$ cat config.mk
export PLATFORM = sky130hd
export DESIGN_NAME = imem_loader
export DESIGN_NICKNAME = d
export VERILOG_FILES = /design/src/rtl/imem_loader.sv
export SDC_FILE = /design/constraint.sdc
export NUM_CORES = 1
export LEC_CHECK = 0
export ABC_AREA = 1
export CELL_PAD_IN_SITES_DETAIL_PLACEMENT = 1
export CELL_PAD_IN_SITES_GLOBAL_PLACEMENT = 1
export CORE_MARGIN = 2
export CORE_UTILIZATION = 30
export DETAILED_ROUTE_END_ITERATION = 16
export GPL_ROUTABILITY_DRIVEN = 0
export HOLD_SLACK_MARGIN = 0.05
export PLACE_DENSITY_LB_ADDON = 0.1
export SLEW_MARGIN = 30
export SYNTH_ARGS = -nofsm -noshare
export SYNTH_HDL_FRONTEND = slang
export SYNTH_SLANG_ARGS = --single-unit
export TNS_END_PERCENT = 5
$ cat constraint.sdc
create_clock -name clk -period 1.25 [get_ports clk]
set_input_delay 0.3125 -clock clk [delete_from_list [all_inputs] [get_ports clk]]
set_output_delay 0.3125 -clock clk [all_outputs]
set_load 0.005 [all_outputs]
$ cat src/rtl/imem_loader.sv
// Instruction-memory loader: packs a valid/ready byte stream (high byte first)
// into 16-bit words written to consecutive even addresses, holding the CPU off.
module imem_loader #(
  parameter int unsigned NUM_WORDS = 8,
  parameter int unsigned ADDR_W    = 16
) (
  input  logic              clk,
  input  logic              rst,
  input  logic              start,
  input  logic              in_valid,
  input  logic [7:0]        in_data,
  output logic              in_ready,
  output logic              mem_we,
  output logic [ADDR_W-1:0] mem_addr,
  output logic [15:0]       mem_wdata,
  output logic              busy,
  output logic              done,
  output logic              cpu_hold,
  output logic [15:0]       checksum
);

  localparam int unsigned CNT_W = $clog2(NUM_WORDS + 1);

  typedef enum logic [2:0] {
    S_IDLE,
    S_HI,
    S_LO,
    S_WRITE,
    S_DONE
  } state_t;

  state_t            r_state;
  state_t            w_next;
  logic [CNT_W-1:0]  r_cnt;
  logic [ADDR_W-1:0] r_addr;
  logic [15:0]       r_wdata;
  logic [15:0]       r_checksum;
  logic              w_last;
  logic              w_busy;

  // Counter still holds the pre-increment value during WRITE.
  assign w_last = (r_cnt == CNT_W'(NUM_WORDS - 1));

  always_ff @(posedge clk) begin
    if (rst) begin
      r_state <= S_IDLE;
    end else begin
      r_state <= w_next;
    end
  end

  always_comb begin
    w_next = r_state;
    case (r_state)
      S_IDLE, S_DONE: if (start)    w_next = S_HI;
      S_HI:           if (in_valid) w_next = S_LO;
      S_LO:           if (in_valid) w_next = S_WRITE;
      S_WRITE:        w_next = w_last ? S_DONE : S_HI;
      default:        w_next = S_IDLE;
    endcase
  end

  always_ff @(posedge clk) begin
    if (rst) begin
      r_cnt      <= '0;
      r_addr     <= '0;
      r_wdata    <= '0;
      r_checksum <= '0;
    end else begin
      case (r_state)
        S_IDLE, S_DONE: begin
          if (start) begin
            r_cnt      <= '0;
            r_addr     <= '0;
            r_checksum <= '0;
          end
        end
        S_HI: if (in_valid) r_wdata[15:8] <= in_data;
        S_LO: if (in_valid) r_wdata[7:0]  <= in_data;
        S_WRITE: begin
          r_checksum <= r_checksum ^ r_wdata;
          r_cnt      <= r_cnt + CNT_W'(1);
          if (!w_last) r_addr <= r_addr + ADDR_W'(2);
        end
        default: ;
      endcase
    end
  end

  assign w_busy    = (r_state == S_HI) || (r_state == S_LO) || (r_state == S_WRITE);
  assign in_ready  = (r_state == S_HI) || (r_state == S_LO);
  assign mem_we    = (r_state == S_WRITE);
  assign busy      = w_busy;
  assign cpu_hold  = w_busy;
  assign done      = (r_state == S_DONE);
  assign mem_addr  = r_addr;
  assign mem_wdata = r_wdata;
  assign checksum  = r_checksum;

endmodule
**Word level (Yosys, flattened, before mapping)**

Index checks and enable logic that the tools add are counted.

- Add/sub/neg operators: 2
- Eq/ne operators: 9
- Muxes and demuxes: 11
- Bitwise operators: 1
- Reduce and logical (&&, ||, !) cells: 10

Operators by type and width:

| kind | count |
|---|---|
| one-hot mux 16 bit (2 select lines) | 2 |
| 2-to-1 mux 16 bit | 2 |
| adder 16 x 2 -> 16 bit (second input constant) | 1 |
| XOR 16 bit | 1 |
| 2-to-1 mux 3 bit | 4 |
| one-hot mux 3 bit (4 select lines) | 1 |
| inequality test 2 bit (second input constant) | 4 |
| one-hot mux 4 bit (2 select lines) | 1 |
| == test 3 x 2 -> 1 bit (second input constant) | 2 |
| AND reduction 2 bit | 3 |
| AND reduction 3 bit | 2 |
| adder 4 x 1 -> 4 bit (second input constant) | 1 |
| == test 4 x 3 -> 1 bit (second input constant) | 1 |
| 2-to-1 mux 4 bit | 1 |
| == test 3 x 1 -> 1 bit (second input constant) | 1 |
| == test 3 bit (second input constant) | 1 |
| zero test 3 bit | 1 |
| logical OR 1 bit | 2 |
| nonzero test 2 bit | 1 |
| OR reduction 2 bit | 1 |

- Bits in registers: 55
- Input port bits: 12
- Output and inout bits: 53
- Logic and storage cells: 39

**Logic depth before layout (Yosys ltp)**

Gate-level depths: netlist of the first run.

- Word-level depth: 4
- Mapped depth: 9

**Worst setup path before layout of the first run**

No wires, ideal clock.

- Path kind: reg-to-reg
- From: register r_cnt[0]
- To: register r_addr[10] (netlist: mem_addr[10])
- Arrival time: 1.191 ns
- Slack: -0.056 ns
- Cell stages (with the launch flop): 10
- Clock period less this slack: 1.306 ns
- Cells stage by stage: dfxtp_1 > ha_1 > nand2_1 > nor2_1 > nand2_1 > nand2_2 > nor2_8 > buf_6 > a21oi_1 > nor2_1

- Word-level cells in the longest chain between the ends: 3

RTL lines:

| what | line | RTL |
|---|---|---|
| from (decl) | 34 | `logic [CNT_W-1:0] r_cnt;` |
| from (signal assigned) | 82 | `r_cnt <= r_cnt + CNT_W'(1);` |
| == test 4 x 3 -> 1 bit | 42 | `assign w_last = (r_cnt == CNT_W'(NUM_WORDS - 1));` |
| inequality test 2 bit (no source line) | - |  |
| AND reduction 3 bit (no source line) | - |  |
| to (signal assigned) | 83 | `if (!w_last) r_addr <= r_addr + ADDR_W'(2);` |
| to (decl) | 35 | `logic [ADDR_W-1:0] r_addr;` |

No other way between the ends.
A chain may end at the register's enable or synchronous reset.

**Worst setup path after layout of the first run**

- From: register r_state[1]
- To: output port cpu_hold

- Word-level cells in the longest chain between the ends: 3

RTL lines:

| what | line | RTL |
|---|---|---|
| from (decl) | 32 | `state_t r_state;` |
| from (signal assigned) | 48 | `r_state <= w_next;` |
| == test 3 x 1 -> 1 bit or == test 3 x 2 -> 1 bit (tied branches) | 90 | `assign w_busy = (r_state == S_HI) \|\| (r_state == S_LO) \|\| (r_state == S_WRITE);` |
| logical OR 1 bit | 90 |  |
| logical OR 1 bit (*) | 90 |  |
| to (decl) | 18 | `output logic cpu_hold,` |

Every way passes the cells marked *; elsewhere a longest branch is shown, timed or not.

==> flow_results.org, run 1 <==
** Run status
- The run finished, with violations left.
- The checks that failed: negative setup slack.

** GRT
- Overall routing resource usage :: 19.6%
- Antenna violations before repair :: 0
- Largest net degree at the start of global routing :: 26
- The via count of the first global-routing pass came to 2851.
- The first global-routing pass estimated 13600 microns of wire.
- Grt ovf :: 0

** Critical path
- Traced cell by cell, the critical path runs through buf_6 -> nor2_4 -> buf_4 -> nor2_2 -> buf_2.
- Startpoint of the worst register-to-register path :: r_state[1]
- Data arrival at the endpoint of the critical path :: 1180 ps
- The worst setup path is launched from a flip-flop.
- The worst register-to-register path has a setup slack of -220 ps.
- For this design, the slowest cell found on the critical path is sky130_fd_sc_hd__dfxtp_4.
- CP max FO :: 3
- The setup path with the least slack is of type flip-flop to output pin.
- The number of buffers and inverters on the critical path is 3.
- Maximum single-stage delay on the critical path :: 360 ps
- The endpoint identified for the worst register-to-register timing path is mem_addr[15].
- Measured in cells, the most critical reg-to-reg path has a length of 10.
- STA puts the critical path data required time at 940 ps.
- Cell family contributing the most delay on the critical path :: flip-flops
- Worst Setup End Kind :: output pin

** Logic synthesis
- Avg Synthesized Cell Area :: 6.93 sq um
- Summed over all instances, the cell type with the most area after synthesis is sky130_fd_sc_hd__dfxtp_1.
- Synthesis produced 351 cells.
- For this run, the number of Yosys warnings is 0.
- Summed over its instances, the top area cell type makes up 44.4% of the synthesized netlist area.
- Post-synthesis sequential element count :: 54
- Portion of the post-synthesis area used by sequential elements :: 44.4%
- By area the synthesized netlist is led by sky130_fd_sc_hd__dfxtp_1 44%, sky130_fd_sc_hd__nand2_1 10%, sky130_fd_sc_hd__nor2_1 8.8%.
- Summed instance area of the synthesized netlist :: 2430 sq um
- Syn nets :: 365
- Count of different cell masters after synthesis :: 24

** Floorplan
- Die Area :: 8850 sq um
- For this configuration, the core starts out at a cell density of 31.2%.
- Pin placement for this block handled 65 I/O pins.
- X dimension of the die :: 94.1 microns
- Die Y-Extent :: 94.1 microns
- Row cnt :: 32
- The floorplan step defined a core boundary enclosing 7810 sq um.

** Clock tree
- After clock tree synthesis, the flow added hold-fix buffers numbering 0.
- The clock net in this run drives a total of 54 sinks.
- The tree is rooted in a sky130_fd_sc_hd__clkbuf_8.
- Clock-pin slew was measured on the worst setup and hold paths at 100 ps.
- Clock buffers created by TritonCTS :: 5
- Number of buffers between clock root and the deepest sink :: 2
- TritonCTS built the clock tree.
- The clock reaches the later pin of the worst-skew pair after 320 ps.
- Number of H-tree levels :: 2

** STA
- The hold violation total from the final report came to 0.
- Counting I/O delays and the setup requirement, the final critical path takes 1500 ps.
- Upper clock frequency limit :: 669 MHz
- The clock arrives with 12.0 ps of skew.
- Worst hold margin :: 434 ps
- The count of pins over their slew limit was 0.
- Final critical-path setup slack :: -245 ps
- Period utilisation layout :: 120%
- Final setup vio count :: 48
- Setup repair after global routing could not meet its margin everywhere.

** Min path
- The worst hold path terminates at checksum[14].
- Worst min-delay path startpoint :: checksum[14]
- The worst hold path belongs to the class flip-flop to flip-flop.
- Number of stages on the worst hold path :: 1

** Drt
- First-iteration detailed-routing DRC count :: 80
- The first detailed-routing pass ran for 4 iterations.
- The routed layout has 2737 vias.
- Dividing the detail-routed wire length by the instance count gives 14.3 microns.
- DRC Markers :: 0
- Post-DRT Antenna Nets :: 0
- Final wirelength :: 8310 microns
- Vias per std cell :: 4.71

** Layout
- The repair_antennas step left the layout with diodes totalling 0.
- At the end of the flow the core is filled with cells to 53.0%.
- The library cell used most frequently in the layout, excluding fill and tap cells, is sky130_fd_sc_hd__buf_4.
- In the layout the commonest cells are 56 x sky130_fd_sc_hd__buf_4, 54 x sky130_fd_sc_hd__nand2_1, 49 x sky130_fd_sc_hd__nor2_1.
- At the end of the flow, the number of nets in the layout was 492.
- Compared with the post-synthesis result, the final layout area differs by 70.2%.
- The post-route netlist has 41.8% of its cells at a drive strength greater than 1.
- Fillers :: 962

** Power
- Power Total :: 0.00640 W
- Total power per unit cell area :: 1540 nW/um^2
- The worst-case IR drop observed on VDD is 585 uV.
- Summed over all cells, the static leakage comes to 1.77 nW.

** Flow run
- The tool flagged a number of max-cap violations equal to 0.

** Placed design
- Detailed placement finished with a half-perimeter wire length of 5690 microns.
- In this run the tool buffered the top-level ports with 63 buffer cells.
- Before CTS, the worst setup slack after placement is -445 ps.
## power by group
group	internal, W	switching, W	leakage (nW)
Sequential	0.00193	0.000122	0.462
Clock	0.000602	0.000627	0.0585
Combinational	0.00144	0.00168	1.25
## cell families after synthesis
| group | after synthesis | share of synthesized area (%) |
|---|---|---|
| adders and majority gates | 2 | 1.03 |
| buffers and inverters | 56 | 9.97 |
| DFF | 54 | 44.4 |
| AOI/OAI and AO/OA | 79 | 16.5 |
| and+or+nand+nor | 159 | 27.9 |
| other | 1 | 0.154 |
## per-layer routing
metal	share of wire (%)	wire [microns]	global-route usage [%]	vias up
li1	-	-	-	1378
met1	43	3580	23.2	1309
met2	52	4310	35.8	44
met3	4.0	332	3.93	6
met4	1.1	91	5.07	0
met5	0	0	0	-
## through the flow
step / area (sq um) / std cells / TNS, ps
2_1_floorplan: 2460 / 351 / -68.1
3_3_place_gp: 3540 / 556 / -15860
3_5_place_dp: 3540 / 556 / -17670
4_1_cts: 3890 / 579 / -6000
5_1_grt: 4140 / 581 / -9980
6_report: 4140 / 581 / -6100
## registers in the layout, summed over array words and instances, names as in the netlist
signal and count:
checksum 16, mem_wdata 16, mem_addr 15, r_cnt 4
r_state 3
## worst reg2reg max path, stage by stage, from the launching register on
cell and delay, ps:
sky130_fd_sc_hd__dfxtp_4 360, sky130_fd_sc_hd__buf_6 130, sky130_fd_sc_hd__nor2_4 120, sky130_fd_sc_hd__inv_2 60, sky130_fd_sc_hd__buf_6 120, sky130_fd_sc_hd__nand2_4 70, sky130_fd_sc_hd__nand2_8 90, sky130_fd_sc_hd__nor2_4 230
sky130_fd_sc_hd__nand3_2 100, sky130_fd_sc_hd__nand2_1 60, sky130_fd_sc_hd__nor2_1 30
## worst max path at each step
stage / from / endpoint / slack, ps / depth (start not counted)
3_3_place_gp: in_valid / mem_wdata[9] / -410 / 6
5_1_grt: r_state[1] / mem_addr[15] / -300 / 10
4_1_cts: mem_addr[14] / mem_addr[14] / -250 / 1
6_report: r_state[1] / cpu_hold / -250 / 5
2_1_floorplan: r_cnt[1] / mem_addr[10] / -10 / 9
3_5_place_dp: start / mem_addr[14] / -440 / 8
## Yosys cell counts
cell,number
sky130_fd_sc_hd__nand3_1,21
sky130_fd_sc_hd__dfxtp_1,54
sky130_fd_sc_hd__nand3b_1,2
sky130_fd_sc_hd__buf_6,2
sky130_fd_sc_hd__o21bai_1,1
sky130_fd_sc_hd__nand4_1,5
sky130_fd_sc_hd__a21oi_2,1
sky130_fd_sc_hd__nor2_2,2
sky130_fd_sc_hd__o21ai_0,35
sky130_fd_sc_hd__ha_1,2
sky130_fd_sc_hd__buf_4,3
sky130_fd_sc_hd__buf_2,5
sky130_fd_sc_hd__conb_1,1
sky130_fd_sc_hd__nor2_8,1
sky130_fd_sc_hd__a21oi_1,40
sky130_fd_sc_hd__nand2_2,2
sky130_fd_sc_hd__nor2_1,57
sky130_fd_sc_hd__nand2_1,66
sky130_fd_sc_hd__nor3_1,2
sky130_fd_sc_hd__inv_1,42
sky130_fd_sc_hd__nor2_4,1
sky130_fd_sc_hd__clkbuf_1,1
sky130_fd_sc_hd__o21ai_1,2
sky130_fd_sc_hd__inv_2,3
## layout make-up
type	count	area, sq um	area share, %
clock buffer	5	68.8	1.66
inverter	45	185	4.47
multi-input combinational	244	1430	34.6
timing repair buffer	128	1130	27.3
sequential	54	1160	27.9
clock inverter	3	43.8	1.06
tap	102	128	3.08
## repair_timing
item	4_1_cts	5_1_grt
cloned	3	0
setup buffers	14	2
pin swaps	12	16
resized for setup	169	90
endpoints found under the setup margin	104	87
Power figures use the tool's default switching activity.
==> run 2: changes to the inputs <==
--- a/config.mk
+++ b/config.mk
@@ -9,12 +9,13 @@
 export CELL_PAD_IN_SITES_DETAIL_PLACEMENT = 1
 export CELL_PAD_IN_SITES_GLOBAL_PLACEMENT = 1
 export CORE_MARGIN = 2
-export CORE_UTILIZATION = 30
+export CORE_UTILIZATION = 33
 export DETAILED_ROUTE_END_ITERATION = 16
 export GPL_ROUTABILITY_DRIVEN = 0
 export HOLD_SLACK_MARGIN = 0.05
 export PLACE_DENSITY_LB_ADDON = 0.1
-export SLEW_MARGIN = 30
+export SKIP_LAST_GASP = 1
+export SLEW_MARGIN = 20
 export SYNTH_ARGS = -nofsm -noshare
 export SYNTH_HDL_FRONTEND = slang
 export SYNTH_SLANG_ARGS = --single-unit
==> constraint.sdc (replaced) <==
create_clock -name clk -period 1.69 [get_ports clk]
set_input_delay 0.4225 -clock clk [delete_from_list [all_inputs] [get_ports clk]]
set_output_delay 0.4225 -clock clk [all_outputs]
set_load 0.005 [all_outputs]
==> run 2 against run 1 <==
  * The flow still finishes with violations (negative setup slack)
  * Global-route usage down 1.6 points
  * Via count decreased by 8.2%
  * First-iteration DRC count shrank 16%
  * Final area down 17%
  * Register-to-register slack better by 400 ps
  * Non-clock buffer count is 44 lower
  * Largest power group is now registers
  * Utilization decreased by 5.3 points
  * Wire length shrank 15%
  * Sequential cell count did not move
  * Worst hold slack better by 22 ps
  * Combinational power shrank 55%
==> flow_results.org, run 2 (synthesis results as in run 1) <==
** Drt
- Vias per std cell :: 4.73 (was 4.71)
- The met2 routed wirelength is 3330 microns (was 4310 microns).
- The initial detailed-routing violation count is 67 (was 80).
- Detail-routed net length per standard cell :: 13.3 microns (was 14.3 microns)
- The top layer used by detailed routing is met4 (unchanged).
- The total detailed-routing wirelength was 7040 microns (was 8310 microns).
- Post-DRT Antenna Nets :: 0 (unchanged)
- Routed length on met3 :: 318 microns (was 332 microns)
- Routed via count :: 2513 (was 2737)
- The post-route met1 wirelength came to 3310 microns (was 3580 microns).
- Router iterations before antenna repair :: 5 (was 4)
- DRC Markers :: 0 (unchanged)

** Floorplan
- The starting density of the core was 33.7% (was 31.2%).
- The vertical extent of the die was 89.9 microns (was 94.1 microns).
- The total die area came to 8080 sq um (was 8850 sq um).
- Row cnt :: 31 (was 32)
- The core outline area was 7210 sq um (was 7810 sq um).
- X dimension of the die :: 89.9 microns (was 94.1 microns)
- The I/O pin count was 65 (unchanged).

** Layout
- Ratio of cells with drive above 1 in the final layout :: 10.2% (was 41.8%)
- Area growth from synthesis to final layout :: 41.5% (was 70.2%)
- The final instance area came to 3440 sq um (was 4140 sq um).
- The register area was 1090 sq um (was 1160 sq um).
- Inserted Diodes :: 0 (unchanged)
- Leading cell types in the layout, fill and taps excluded :: 65 x sky130_fd_sc_hd__nand2_1, 61 x sky130_fd_sc_hd__clkdlybuf4s50_1, 57 x sky130_fd_sc_hd__nor2_1 (was 56 x sky130_fd_sc_hd__buf_4, 54 x sky130_fd_sc_hd__nand2_1, 49 x sky130_fd_sc_hd__nor2_1)
- Fin nets :: 445 (was 492)
- Leading cell type in the layout, fill and taps excluded :: sky130_fd_sc_hd__nand2_1 (was sky130_fd_sc_hd__buf_4)
- Non-filler instance count after layout :: 531 (was 581)
- Total area of multi-input combinational cells :: 1120 sq um (was 1430 sq um)
- Fillers :: 937 (was 962)

** Placed design
- Estimated wirelength of the detail-placed design :: 5180 microns (was 5690 microns)
- The number of cells after detailed placement is 519 (was 556).
- Cell Area, Placed :: 3250 sq um (was 3540 sq um)
- The quantity of I/O buffers inserted on ports was 63 (unchanged).

** STA
- Upper clock frequency limit :: 538 MHz
- The largest clock skew in the final design was 4.94 ps (was 12.0 ps).
- Of the available clock period, the critical path in the final layout requires 110%.
- Final critical-path setup slack :: -168 ps (was -245 ps)
- Final setup vio count :: 8 (was 48)
- RSZ-0062 raised after global routing: yes (unchanged).
- The count of pins over their slew limit is 0 (unchanged).
- For the finished layout, the period the worst path requires is 1860 ps.
- The hold violation total from the final report was 0 (unchanged).

** Critical path
- Worst path slowest cell :: sky130_fd_sc_hd__clkdlybuf4s50_1 (was sky130_fd_sc_hd__dfxtp_4)
- The signal arrival time at the worst endpoint came to 1440 ps (was 1180 ps).
- The launching element type of the critical path is a flip-flop (unchanged).
- Series of cell instances along the critical path: buf_4 -> nor2_2 -> clkdlybuf4s50_1 (was buf_6 -> nor2_4 -> buf_4 -> nor2_2 -> buf_2).
- Worst Setup End Kind :: output pin (unchanged)
- The critical path class was flip-flop to output pin (unchanged).
- Worst endpoint required time :: 1270 ps (was 940 ps)
- The critical path's largest stage delay was 530 ps (was 360 ps).
- CP max FO :: 3 (unchanged)

** GRT
- The number of antenna violations at the first check in global routing came to 0 (unchanged).
- First-pass GRT wire length :: 12100 microns (was 13600 microns)
- Overall routing resource usage :: 18.0% (was 19.6%)
- The largest net degree at the start of global routing came to 26 (unchanged).
- Grt ovf :: 0 (unchanged)
- The via count of the first global-routing pass is 2661 (was 2851).

** Clock tree
- Clock slew seen by the registers of the worst setup and hold paths :: 100 ps (about the same)
- # hold bufs at CTS :: 0 (unchanged)
- The number of buffers created by CTS is 5 (unchanged).
- Clk sink count :: 54 (unchanged)
- Clock network latency to the later pin of the worst-skew pair :: 310 ps (was 320 ps)
- Root Driver :: sky130_fd_sc_hd__clkbuf_8 (unchanged)
- The number of buffers on the longest clock path is 2 (unchanged).
- The number of H-tree branching levels came to 2 (unchanged).
- CTS tree :: built (unchanged)

** Power
- The maximum ir drop on the vdd rail is 372 uV (was 585 uV).
- The leakage power was 1.33 nW (was 1.77 nW).
- Total power per unit cell area :: 1170 nW/um^2 (was 1540 nW/um^2)

** Min path
- Hold WC Path Type :: flip-flop to flip-flop (unchanged)

** Run status
- Outcome: finished, violations left (unchanged).
- Violations in the final reports: negative setup slack (unchanged).

** Flow run
- The number of max-capacitance violations reported is 0 (unchanged).
==> run 2: path summary, 6_finish.rpt <==
| kind | cells after the start | endpoint | slack [ps] | start |
|---|---|---|---|---|
| max | 3 | mem_we | -170 | r_state[2] |
| min | 1 | checksum[13] | 460 | checksum[13] |
| max reg2reg | 9 | mem_addr[15] | 180 | r_cnt[0] |
| min reg2reg | 1 | checksum[13] | 460 | checksum[13] |
==> run 2: what timing repair did <==
item / CTS / global route
pin swaps: 2 / 0
resized for setup: 8 / 1
endpoints found under the setup margin: 11 / 22
setup buffers: 3 / 1
==> run 2: cell type report <==
type | count | share of cell area (%)
clock inverters | 2 | 1.74
flip-flops and latches | 54 | 31.6
well taps | 99 | 3.60
repair buffers | 84 | 23.3
multi-input cells | 241 | 32.4
clock buffers | 6 | 2.40
inverters | 45 | 4.91
==> run 2: worst max-delay path: cells and delay by family (launching register included) <==
kind | cells | cell delay (ps)
buffers and inverters | 2 | 670
DFF | 1 | 330
and+or+nand+nor | 1 | 130
==> run 2: stage by stage <==
stage	setup WS [ps]	hold WS (ps)	total power, W	setup TNS [ps]	utilization, %
after global placement	-94.0	433	0.00288	-694	45.1
after CTS	-216	463	0.00406	-915	47.6
after global routing	-245	487	0.00427	-1320	47.7
final	-168	456	0.00402	-601	47.7
after floorplan	369	446	0.00228	0	-
after detailed placement	-133	445	0.00290	-1450	45.1
==> run 2: power by group <==
group          switching [W]  internal (W)  total, W  leakage (nW)
Clock               0.000446      0.000632   0.00108        0.0714
Combinational       0.000745      0.000648   0.00139         0.817
Sequential          0.000137       0.00141   0.00155         0.438
==> run 2: routing by layer <==
layer  GRT usage (%)  vias to the layer above
li1                -                     1276
met1            22.3                     1180
met2            31.5                       49
met3            4.27                        8
met4            4.74                        0
met5               0                        -
==> run 3: changes to the inputs <==
==> constraint.sdc (replaced) <==
create_clock -name clk -period 1.69 [get_ports clk]
set_input_delay 0.2535 -clock clk [delete_from_list [all_inputs] [get_ports clk]]
set_output_delay 0.2535 -clock clk [all_outputs]
set_load 0.005 [all_outputs]
==> run 3 against run 2 <==
  * The flow still finishes with violations (negative setup slack)
  * Final area shrank 1.9%
  * Worst hold slack better by 3.4 ps
  * First-iteration DRC count down 1.5%
  * Wire length grew 1.3%
  * Critical path depth increased by 1
  * Total power down 6.7%
  * Sequential cell count unchanged
  * Via count fell by 0.36%
  * Clock skew grew 3.9 ps
  * Critical path type unchanged
==> flow_results.org, run 3 (synthesis results as in run 1) <==
** Run status
- Outcome: finished, violations left (unchanged).
- Violations in the final reports: negative setup slack (unchanged).

** Floorplan
- The horizontal die dimension was 89.9 microns (unchanged).
- Die Y-Extent :: 89.9 microns (unchanged)
- The I/O pin count came to 65 (unchanged).
- Placeable Area :: 7210 sq um (unchanged)
- The total die area is 8080 sq um (unchanged).
- The number of placement rows was 31 (unchanged).
- The starting density of the core came to 33.7% (unchanged).

** STA
- The peak clock frequency supported by timing was 583 MHz (was 538 MHz).
- RSZ-0062 raised after global routing: yes (unchanged).
- The post-route setup TNS came to -25.9 ps (was -601 ps).
- The final worst setup slack is -25.9 ps (was -168 ps).
- The count of pins over their slew limit was 0 (unchanged).
- Final Hold Fails :: 0 (unchanged)
- Period utilisation layout :: 102% (was 110%)
- The largest clock skew in the final design was 8.88 ps (was 4.94 ps).
- Final setup vio count :: 1 (was 8)
- The time the worst path needs with I/O delays and setup was 1720 ps (was 1860 ps).

** Min path
- Hold WC Path Type :: flip-flop to flip-flop (unchanged)

** Drt
- The detailed-route vias per instance is 4.78 (was 4.73).
- The number of antenna-violating nets in the routed design was 0 (unchanged).
- The remaining design rule violation count came to 0 (unchanged).
- Final wirelength :: 7140 microns (was 7040 microns)
- The routed wire length per instance is 13.6 microns (was 13.3 microns).
- The number of iterations in the first detailed-routing pass was 4 (was 5).
- The routed via count came to 2504 (was 2513).
- The initial detailed-routing violation count is 66 (was 67).

** Clock tree
- Number of H-tree levels :: 2 (unchanged)
- The buffer type at the clock tree root was sky130_fd_sc_hd__clkbuf_8 (unchanged).
- The clock slew at the register clock pins of the worst setup and hold paths was 100 ps (about the same).
- CTS tree :: built (unchanged)
- Clk sink count :: 54 (unchanged)
- The number of buffers created by CTS was 5 (unchanged).
- Clock network latency to the later pin of the worst-skew pair :: 310 ps (about the same)
- The number of buffers on the longest clock path came to 2 (unchanged).

** Power
- Total power per unit cell area :: 1110 nW/um^2 (was 1170 nW/um^2)
- Static leakage :: 1.29 nW (was 1.33 nW)
- Maximum vdd ir drop :: 420 uV (was 372 uV)

** Critical path
- The cell class contributing the biggest share of worst-path delay is buffers and inverters (unchanged).
- The buffers plus inverters on the worst setup path came to 2 (unchanged).
- Worst endpoint required time :: 1440 ps (was 1270 ps)
- Maximum single-stage delay on the critical path :: 500 ps (was 530 ps)
- Series of cell instances along the critical path: inv_2 -> nand3_2 -> nand2_2 -> clkdlybuf4s50_1 (was buf_4 -> nor2_2 -> clkdlybuf4s50_1).
- CP max FO :: 6 (was 3)
- The critical path class is flip-flop to output pin (unchanged).
- The signal arrival time at the worst endpoint was 1460 ps (was 1440 ps).
- The launching element type of the critical path is a flip-flop (unchanged).
- Worst path slowest cell :: sky130_fd_sc_hd__clkdlybuf4s50_1 (unchanged)
- Worst Setup End Kind :: output pin (unchanged)

** Placed design
- Pre-CTS setup slack :: 70.9 ps (was -133 ps)
- The estimated wirelength of the detail-placed design came to 5340 microns (was 5180 microns).
- Port bufs :: 63 (unchanged)

** GRT
- The largest net degree at the start of global routing came to 26 (unchanged).
- The first-pass GRT wire length is 12400 microns (was 12100 microns).
- The met2 track utilization from global routing was 33.1% (was 31.5%).
- The final global-route overflow total is 0 (unchanged).
- GR Layer Usage met1 :: 22.4% (was 22.3%)
- The global-route usage over all layers is 18.5% (was 18.0%).
- Vias in the first global route :: 2627 (was 2661)
- Antenna violations before repair :: 0 (unchanged)
- GRT Max-Usage Layer :: met2 (unchanged)
- GRT met3 Usage :: 4.27% (unchanged)

** Layout
- Fin nets :: 439 (was 445)
- Area growth from synthesis to final layout :: 38.9% (was 41.5%)
- Leading cell types in the layout, fill and taps excluded: 65 x sky130_fd_sc_hd__nand2_1, 61 x sky130_fd_sc_hd__clkdlybuf4s50_1, 57 x sky130_fd_sc_hd__nor2_1 (unchanged).
- Ratio of cells with drive above 1 in the final layout :: 9.65% (was 10.2%)
- Fillers :: 952 (was 937)
- The antenna diode instance count was 0 (unchanged).
- Leading cell type in the layout, fill and taps excluded :: sky130_fd_sc_hd__nand2_1 (unchanged)

** Flow run
- The number of max-capacitance violations reported was 0 (unchanged).
-- run 3: cell type report --
| type | instances | area, sq um | share of cell area, % |
|---|---|---|---|
| Clock inverter | 2 | 38.8 | 1.15 |
| Inverter | 45 | 171 | 5.07 |
| Multi-Input combinational cell | 241 | 1130 | 33.4 |
| Clock buffer | 5 | 68.8 | 2.04 |
| Sequential cell | 54 | 1090 | 32.3 |
| Timing Repair Buffer | 78 | 757 | 22.4 |
| Tap cell | 99 | 124 | 3.67 |
-- run 3: path summary, 6_finish.rpt --
check | startpoint | end | slack, ps | depth (start not counted)
worst max-delay path | r_state[0] | in_ready | -30 | 4
worst min-delay path | checksum[14] | checksum[14] | 460 | 1
worst max register to register | r_cnt[0] | mem_addr[13] | 160 | 9
worst min register to register | checksum[14] | checksum[14] | 460 | 1
-- run 3: what timing repair did --
action,in CTS,in global routing
hold buffers,0,0
pin swaps,3,0
setup buffers,3,0
gates resized for setup,15,1
setup endpoints to repair,5,5
-- run 3: per-layer routing --
metal  wire length [microns]  up-vias
li1                        -     1266
met1                    3240     1177
met4                      99        0
met5                       0        -
met2                    3480       49
met3                     315       12
-- run 3: report_power, final --
group | switching [W] | internal [W] | total (W)
Sequential | 0.000146 | 0.00141 | 0.00155
Clock | 0.000437 | 0.000437 | 0.000874
Combinational | 0.000741 | 0.000581 | 0.00132
Total | 0.00132 | 0.00243 | 0.00375
-- run 3: per-stage QoR --
step	instance area [sq um]	cells	power, W	hold WS [ps]	utilization [%]
6_report	3380	524	0.00375	459	46.8
5_1_grt	3380	524	0.00399	486	46.8
3_5_place_dp	3220	514	0.00284	447	44.6
4_1_cts	3380	524	0.00379	464	46.8
2_1_floorplan	2430	351	0.00228	388	-
3_3_place_gp	3220	514	0.00281	434	44.6
